<file path="src/rtl/static_cfg_seq_pkg.sv">
// rtl/static_cfg_seq_pkg.sv - shared types and helpers for the static config sequencer
//
// Purpose : FSM state encoding, index-width helper and field parity function
//           used by static_cfg_seq, static_cfg_field and static_cfg_seq_if.
package static_cfg_seq_pkg;

  typedef enum logic [1:0] {
    SETTLE = 2'd0,
    LOAD   = 2'd1,
    DONE   = 2'd2
  } state_e;

  // Width needed to index n items, never less than one bit.
  function automatic int idx_width(input int n);
    return (n > 1) ? $clog2(n) : 1;
  endfunction

  // Even-parity bit: the stored bit makes data+parity hold an even number of ones.
  // Callers zero-extend the field, so fields up to 64 bits are covered.
  function automatic logic even_par(input logic [63:0] d);
    return ^d;
  endfunction

endpackage

</file>
<file path="src/rtl/static_cfg_seq_if.sv">
// rtl/static_cfg_seq_if.sv - bus bundle between the config sequencer and its users
//
// Purpose : groups tie-off inputs, reload handshake, captured outputs, status
//           and the indexed read port.
// Modports: slave  - the sequencer (drives captured values, status, read data)
//           master - the surrounding logic (drives tie-offs, reload_req, reads)
interface static_cfg_seq_if #(
  parameter int NUM_FIELDS = 4,
  parameter int FIELD_W    = 8
);
  localparam int IDX_W = static_cfg_seq_pkg::idx_width(NUM_FIELDS);

  logic [NUM_FIELDS*FIELD_W-1:0] static_i;
  logic                          reload_req;
  logic                          reload_ack;
  logic [NUM_FIELDS*FIELD_W-1:0] static_o;
  logic                          static_valid;
  logic                          busy;
  logic                          rd_en;
  logic [IDX_W-1:0]              rd_idx;
  logic [FIELD_W-1:0]            rd_data;
  logic                          rd_valid;
  logic                          parity_err;

  modport slave (
    input  static_i, reload_req, rd_en, rd_idx,
    output reload_ack, static_o, static_valid, busy, rd_data, rd_valid, parity_err
  );

  modport master (
    output static_i, reload_req, rd_en, rd_idx,
    input  reload_ack, static_o, static_valid, busy, rd_data, rd_valid, parity_err
  );

endinterface

</file>
<file path="src/rtl/static_cfg_field.sv">
// rtl/static_cfg_field.sv - one captured configuration field with optional parity guard
//
// Purpose : FIELD_W holding register loaded on i_load. With
//           STATIC_CFG_SEQ_PARITY_EN defined it also stores an even-parity bit
//           taken from i_d at capture and flags (sticky) any disagreement
//           between stored data and stored parity while i_chk_en is high.
// Ports   : clk, reset  - clock, asynchronous active-high reset
//           i_load      - capture i_d this cycle
//           i_d         - tie-off slice for this field
//           i_chk_en    - parity check enable (sequencer in DONE)
//           i_clr_err   - clear the sticky error (entry to SETTLE)
//           o_q         - captured value
//           o_perr      - sticky parity error, 0 without the macro
module static_cfg_field
  import static_cfg_seq_pkg::*;
#(
  parameter int FIELD_W = 8
) (
  input  logic               clk,
  input  logic               reset,
  input  logic               i_load,
  input  logic [FIELD_W-1:0] i_d,
  input  logic               i_chk_en,
  input  logic               i_clr_err,
  output logic [FIELD_W-1:0] o_q,
  output logic               o_perr
);

  logic [FIELD_W-1:0] r_q;

  always_ff @(posedge clk or posedge reset) begin
    if (reset) begin
      r_q <= '0;
    end else if (i_load) begin
      r_q <= i_d;
    end
  end

  assign o_q = r_q;

`ifdef STATIC_CFG_SEQ_PARITY_EN
  logic r_par;
  logic r_err;

  always_ff @(posedge clk or posedge reset) begin
    if (reset) begin
      r_par <= 1'b0;
    end else if (i_load) begin
      r_par <= even_par(64'(i_d));
    end
  end

  // Clear wins over a same-cycle detection so a fresh SETTLE starts clean.
  always_ff @(posedge clk or posedge reset) begin
    if (reset) begin
      r_err <= 1'b0;
    end else if (i_clr_err) begin
      r_err <= 1'b0;
    end else if (i_chk_en && (even_par(64'(r_q)) != r_par)) begin
      r_err <= 1'b1;
    end
  end

  assign o_perr = r_err;
`else
  logic w_unused;
  assign w_unused = i_chk_en ^ i_clr_err;
  assign o_perr   = 1'b0;
`endif

endmodule

</file>
<file path="src/rtl/static_cfg_seq.sv">
// rtl/static_cfg_seq.sv - settle/capture sequencer for ECO-alterable static config fields
//
// Purpose : after reset (or an accepted reload) waits SETTLE_CYCLES, captures
//           one field per cycle into holding registers, then reports the bank
//           valid. Reloads use a level req / one-cycle ack handshake. A
//           registered indexed read port serves ID/ROM-table logic.
// Ports   : clk   - clock
//           reset - asynchronous active-high reset
//           bus   - static_cfg_seq_if.slave: static_i, reload_req/ack,
//                   static_o, static_valid, busy, rd_en/rd_idx/rd_data/rd_valid,
//                   parity_err
// Option  : STATIC_CFG_SEQ_PARITY_EN enables per-field parity storage/checking.
module static_cfg_seq
  import static_cfg_seq_pkg::*;
#(
  parameter int NUM_FIELDS    = 4,
  parameter int FIELD_W       = 8,
  parameter int SETTLE_CYCLES = 3
) (
  input  logic           clk,
  input  logic           reset,
  static_cfg_seq_if.slave bus
);

  localparam int IDX_W    = idx_width(NUM_FIELDS);
  localparam int CNT_W    = idx_width(SETTLE_CYCLES);
  localparam int RD_DEPTH = 1 << IDX_W;

  state_e             r_state;
  logic [CNT_W-1:0]   r_cnt;
  logic [IDX_W-1:0]   r_idx;
  logic               r_pend;
  logic               r_ack;
  logic [FIELD_W-1:0] r_rd_data;
  logic               r_rd_valid;

  state_e             w_state_nxt;
  logic [CNT_W-1:0]   w_cnt_nxt;
  logic [IDX_W-1:0]   w_idx_nxt;
  logic               w_pend_nxt;
  logic               w_ack_nxt;
  logic               w_load;
  logic               w_clr_err;
  logic               w_chk_en;

  logic [FIELD_W-1:0]    w_field  [NUM_FIELDS];
  logic [FIELD_W-1:0]    w_rd_tbl [RD_DEPTH];
  logic [NUM_FIELDS-1:0] w_perr;

  always_ff @(posedge clk or posedge reset) begin
    if (reset) begin
      r_state <= SETTLE;
      r_cnt   <= '0;
      r_idx   <= '0;
      r_pend  <= 1'b0;
      r_ack   <= 1'b0;
    end else begin
      r_state <= w_state_nxt;
      r_cnt   <= w_cnt_nxt;
      r_idx   <= w_idx_nxt;
      r_pend  <= w_pend_nxt;
      r_ack   <= w_ack_nxt;
    end
  end

  // r_pend marks a load started by a reload request, so only that load acks.
  always_comb begin
    w_state_nxt = r_state;
    w_cnt_nxt   = r_cnt;
    w_idx_nxt   = r_idx;
    w_pend_nxt  = r_pend;
    w_ack_nxt   = 1'b0;
    w_load      = 1'b0;
    w_clr_err   = 1'b0;
    case (r_state)
      SETTLE: begin
        // SETTLE_CYCLES of 0 or 1 both leave after a single cycle.
        if (SETTLE_CYCLES <= 1 || r_cnt == CNT_W'(SETTLE_CYCLES - 1)) begin
          w_state_nxt = LOAD;
          w_cnt_nxt   = '0;
          w_idx_nxt   = '0;
        end else begin
          w_cnt_nxt = r_cnt + CNT_W'(1);
        end
      end
      LOAD: begin
        w_load = 1'b1;
        if (r_idx == IDX_W'(NUM_FIELDS - 1)) begin
          w_state_nxt = DONE;
          w_idx_nxt   = '0;
          w_ack_nxt   = r_pend;
          w_pend_nxt  = 1'b0;
        end else begin
          w_idx_nxt = r_idx + IDX_W'(1);
        end
      end
      DONE: begin
        // The ack cycle still sees the old request level; only a level that
        // survives past the ack counts as a new request.
        if (!r_ack && bus.reload_req) begin
          w_state_nxt = SETTLE;
          w_cnt_nxt   = '0;
          w_pend_nxt  = 1'b1;
          w_clr_err   = 1'b1;
        end
      end
      default: begin
        w_state_nxt = SETTLE;
        w_cnt_nxt   = '0;
        w_idx_nxt   = '0;
      end
    endcase
  end

  assign w_chk_en = (r_state == DONE);

  for (genvar k = 0; k < NUM_FIELDS; k++) begin : g_field
    static_cfg_field #(
      .FIELD_W(FIELD_W)
    ) u_field (
      .clk      (clk),
      .reset    (reset),
      .i_load   (w_load && (r_idx == IDX_W'(k))),
      .i_d      (bus.static_i[k*FIELD_W +: FIELD_W]),
      .i_chk_en (w_chk_en),
      .i_clr_err(w_clr_err),
      .o_q      (w_field[k]),
      .o_perr   (w_perr[k])
    );
    assign bus.static_o[k*FIELD_W +: FIELD_W] = w_field[k];
  end

  // Read table padded to the full index range; unused indices read as zero.
  for (genvar k = 0; k < RD_DEPTH; k++) begin : g_rd_tbl
    if (k < NUM_FIELDS) begin : g_used
      assign w_rd_tbl[k] = w_field[k];
    end else begin : g_pad
      assign w_rd_tbl[k] = '0;
    end
  end

  // Reads the field registers before this edge's capture lands, so a read
  // that collides with a capture returns the previous value.
  always_ff @(posedge clk or posedge reset) begin
    if (reset) begin
      r_rd_data  <= '0;
      r_rd_valid <= 1'b0;
    end else begin
      r_rd_valid <= bus.rd_en;
      if (bus.rd_en) begin
        r_rd_data <= w_rd_tbl[bus.rd_idx];
      end
    end
  end

  assign bus.reload_ack   = r_ack;
  assign bus.static_valid = (r_state == DONE);
  assign bus.busy         = (r_state != DONE);
  assign bus.rd_data      = r_rd_data;
  assign bus.rd_valid     = r_rd_valid;
  assign bus.parity_err   = |w_perr;

endmodule
</file>
<file path="src/flat_wrapper.sv">
// flat-port wrapper written by rule: the top's interface ports become plain ports
module static_cfg_seq_flat import static_cfg_seq_pkg::*;
#(
  parameter int NUM_FIELDS    = 4,
  parameter int FIELD_W       = 8,
  parameter int SETTLE_CYCLES = 3
)
  (clk, reset, bus_static_i, bus_reload_req, bus_rd_en, bus_rd_idx, bus_reload_ack, bus_static_o, bus_static_valid, bus_busy, bus_rd_data, bus_rd_valid, bus_parity_err);
  static_cfg_seq_if #(.NUM_FIELDS(NUM_FIELDS), .FIELD_W(FIELD_W)) bus_i ();
  input  logic clk;
  input  logic reset;
  input wire logic [$bits(bus_i.static_i)-1:0] bus_static_i;
  input wire logic [$bits(bus_i.reload_req)-1:0] bus_reload_req;
  input wire logic [$bits(bus_i.rd_en)-1:0] bus_rd_en;
  input wire logic [$bits(bus_i.rd_idx)-1:0] bus_rd_idx;
  output wire logic [$bits(bus_i.reload_ack)-1:0] bus_reload_ack;
  output wire logic [$bits(bus_i.static_o)-1:0] bus_static_o;
  output wire logic [$bits(bus_i.static_valid)-1:0] bus_static_valid;
  output wire logic [$bits(bus_i.busy)-1:0] bus_busy;
  output wire logic [$bits(bus_i.rd_data)-1:0] bus_rd_data;
  output wire logic [$bits(bus_i.rd_valid)-1:0] bus_rd_valid;
  output wire logic [$bits(bus_i.parity_err)-1:0] bus_parity_err;
  assign bus_i.static_i = bus_static_i;
  assign bus_i.reload_req = bus_reload_req;
  assign bus_i.rd_en = bus_rd_en;
  assign bus_i.rd_idx = bus_rd_idx;
  assign bus_reload_ack = bus_i.reload_ack;
  assign bus_static_o = bus_i.static_o;
  assign bus_static_valid = bus_i.static_valid;
  assign bus_busy = bus_i.busy;
  assign bus_rd_data = bus_i.rd_data;
  assign bus_rd_valid = bus_i.rd_valid;
  assign bus_parity_err = bus_i.parity_err;
  static_cfg_seq #(.NUM_FIELDS(NUM_FIELDS), .FIELD_W(FIELD_W), .SETTLE_CYCLES(SETTLE_CYCLES)) u_core (.clk(clk), .reset(reset), .bus(bus_i));
endmodule
</file>
<file path="config.mk">
export PLATFORM = sky130hd
export DESIGN_NAME = static_cfg_seq_flat
export DESIGN_NICKNAME = d
export VERILOG_FILES = /design/src/rtl/static_cfg_seq_pkg.sv /design/src/rtl/static_cfg_seq_if.sv /design/src/rtl/static_cfg_field.sv /design/src/rtl/static_cfg_seq.sv /design/src/flat_wrapper.sv
export SDC_FILE = /design/constraint.sdc
export NUM_CORES = 1
export LEC_CHECK = 0
export CAP_MARGIN = 20
export CORE_MARGIN = 10
export CORE_UTILIZATION = 45
export CTS_CLUSTER_SIZE = 28
export DETAILED_ROUTE_END_ITERATION = 10
export PLACE_DENSITY = 0.8
export SYNTH_ARGS = -nofsm -noshare
export SYNTH_HDL_FRONTEND = slang
export SYNTH_SLANG_ARGS = --single-unit
export TNS_END_PERCENT = 50
</file>
<file path="constraint.sdc">
create_clock -name clk -period 2.76 [get_ports clk]
set_clock_uncertainty 0.05 [all_clocks]
set_input_delay 0.276 -clock clk [delete_from_list [all_inputs] [get_ports clk]]
set_output_delay 0.276 -clock clk [all_outputs]
set_load 0.1 [all_outputs]
</file>
==> results.json <==
{
  "status": "finished, final reports clean",
  "min_period_ns": 1.78,
  "ant_nets": 0,
  "h-tree-depth": 2,
  "tightest_slew_ns": 0.622,
  "path_max_fanout": 10,
  "cp-start-kind": "flop",
  "synth_top_area_frac": 0.516,
  "clock-sinks": 49,
  "seq_area_um2": 1230,
  "worstSetupPathType": "reg -> out",
  "synth.largest_area_cell": "dfrtp_1",
  "die_y_um": 92.6,
  "wl_per_cell_um": 16.7,
  "finalHoldViolCount": 0,
  "synth_area_leaders": "dfrtp_1 (52%), mux2_4 (20%), mux2_2 (3.8%), mux2i_1 (3.4%), nand2_8 (3.4%)",
  "die-width_um": 92.6,
  "core_area_um2": 5110,
  "hp-class": "in -> async",
  "worst_slack_ns": 0.983,
  "antennaDiodeCount": 0,
  "drtIter0Drc": 52,
  "drive_gt1_frac": 0.407,
  "via_per_inst": 4.81,
  "final_cell_area_um2": 3260,
  "busiest_layer": "met2",
  "gr-usage-met2": 0.183,
  "nets": 294,
  "clkTransAtPathRegs_ns": 0.09,
  "clockBufferDepth": 2,
  "placementRows": 26,
  "grt_pass1_wl_mm": 8.87,
  "cts.repair.resized": 0,
  "rsz0062_at_grt": "no",
  "slew_violations": 0,
  "firstDrtPassIters": 4,
  "vias": 1554,
  "syn_area_um2": 2370,
  "synth-seq-cells": 49,
  "gr-total-overflow": 0,
  "final_common_cell": "dfrtp_1",
  "syn_avg_cell_area_um2": 14.2,
  "drc": 0,
  "antenna_found_initial": 0,
  "grt_pass1_vias": 1664,
  "grt_start_max_net_pins": 19,
  "cts_root_buf": "clkbuf_8",
  "dpl_cell_area_um2": 3130,
  "synthCells": 167,
  "synth_cell_types": 27,
  "cts_hold_buf": 0,
  "grtUsageMet1": 0.176,
  "post-cts-setup-buffers": 0,
  "max_freq_mhz": 563,
  "fin_tns_setup_ns": 0,
  "grtUsageMet3": 0.0428,
  "critPathRequiredTime_ns": 2.43,
  "final_cell_mix": "dfrtp_1 (49), buf_4 (47), clkdlybuf4s50_1 (37)",
  "cap_violations": 0,
  "ys_seq_area_frac": 0.516,
  "timing.slew.headroom": 0.584,
  "n_fill_cell": 416,
  "cts_inserted_buffers": 5,
  "critPathCaptureType": "primary output",
  "ys_warn_count": 0,
  "routabilityCongestion": 0.772,
  "dp_slack_ns": 0.792,
  "start_util": 0.465,
  "final_core_util": 0.638,
  "dieArea_um2": 8580,
  "cts_tree": "yes",
  "areaGrowthSynthToFinish_pct": 37.2,
  "multi_input_area_um2": 1070,
  "clock_latency_ns": 0.30,
  "grt_usage": 0.128,
  "finalSetupViolations": 0,
  "final.period_utilization": 0.644,
  "worst_ep_arrival_time_ns": 1.45,
  "dp_hpwl_mm": 4.34,
  "postSynthNetCount": 209,
  "drt-total-wl_mm": 5.40,
  "io_pins": 83,
  "io_buffers": 81
}
-- stage by stage --
step | hold slack [ns] | std cells
detailed placement | 0.428 | 315
global route | 0.261 | 323
finish | 0.221 | 323
global placement | 0.415 | 315
floorplan | 0.257 | 167
CTS | 0.229 | 323
-- kinds of logic (layout without fill, tap and decap cells) --
group	count (synthesis)	after routing	share of synthesized area
AO/OA/AOI/OAI	24	24	0.0564
adder cells (fa/ha/maj)	4	4	0.0211
buffers and inverters	10	96	0.0316
flip-flops	49	49	0.516
multiplexers	48	48	0.274
other	1	1	0.00158
AND/OR/NAND/NOR	31	31	0.0991
-- per-layer routing --
| metal | vias up | part of all wire |
|---|---|---|
| met1 | 736 | 0.50 |
| li1 | 752 | - |
| met4 | 0 | 0.0093 |
| met3 | 4 | 0.067 |
| met2 | 62 | 0.42 |
| met5 | - | 0 |
-- final cells by class --
type / instances / area share
Sequential cell: 49 / 0.376
Multi-Input combinational cell: 108 / 0.329
Timing Repair Buffer: 84 / 0.222
Tap cell: 70 / 0.0269
Clock buffer: 5 / 0.0211
Clock inverter: 3 / 0.0200
Inverter: 4 / 0.00461
-- cell usage after synthesis, drive strengths merged --
| cell type | n |
|---|---|
| o2bb2ai | 1 |
| buf | 6 |
| and3 | 1 |
| dfrtp | 49 |
| mux2i | 8 |
| o31ai | 1 |
| nor3 | 1 |
| ha | 4 |
| inv | 4 |
| nor2b | 11 |
| o32ai | 1 |
| a21oi | 12 |
| a311oi | 1 |
| nor2 | 5 |
| and2b | 1 |
| mux2 | 40 |
| conb | 1 |
| nor3b | 1 |
| o21ai | 8 |
| nand2 | 9 |
| nand2b | 2 |
-- worst max-delay path: stages (launching register included) --
cell     delay [ns]
dfrtp_1        0.51
and2b_2        0.29
inv_1          0.07
buf_4          0.28
-- state kept, by name (all words and copies together), names as in the netlist --
name                        cells
u_core.bus.rd_valid             1
u_core.r_idx                    2
u_core.r_state                  2
u_core.r_cnt                    2
u_core.g_field.u_field.o_q     32
u_core.r_pend                   1
u_core.bus.rd_data              8
u_core.bus.reload_ack           1
-- path summary, 6_finish.rpt --
path                                          startpoint                                           end  slack (ns)  depth (start not counted)
max                        u_core.r_state[0]$_DFFE_PP0P_                                      bus_busy        0.98                          3
min                                                reset             u_core.bus.rd_data[0]$_DFFE_PP0P_        0.22                          2
max reg2reg                u_core.r_state[0]$_DFFE_PP0P_  u_core.g_field[2].u_field.o_q[0]$_DFFE_PP0P_        1.06                          3
min reg2reg                    u_core.r_pend$_DFFE_PP0P_                     u_core.r_pend$_DFFE_PP0P_        0.44                          1
max in group asynchronous                          reset               u_core.bus.reload_ack$_DFF_PP0_        1.88                          3
min in group clk               u_core.r_pend$_DFFE_PP0P_                     u_core.r_pend$_DFFE_PP0P_        0.44                          1
Power is not shown: default switching activity piles up to over one toggle a cycle in this logic, so the estimate is an artifact.
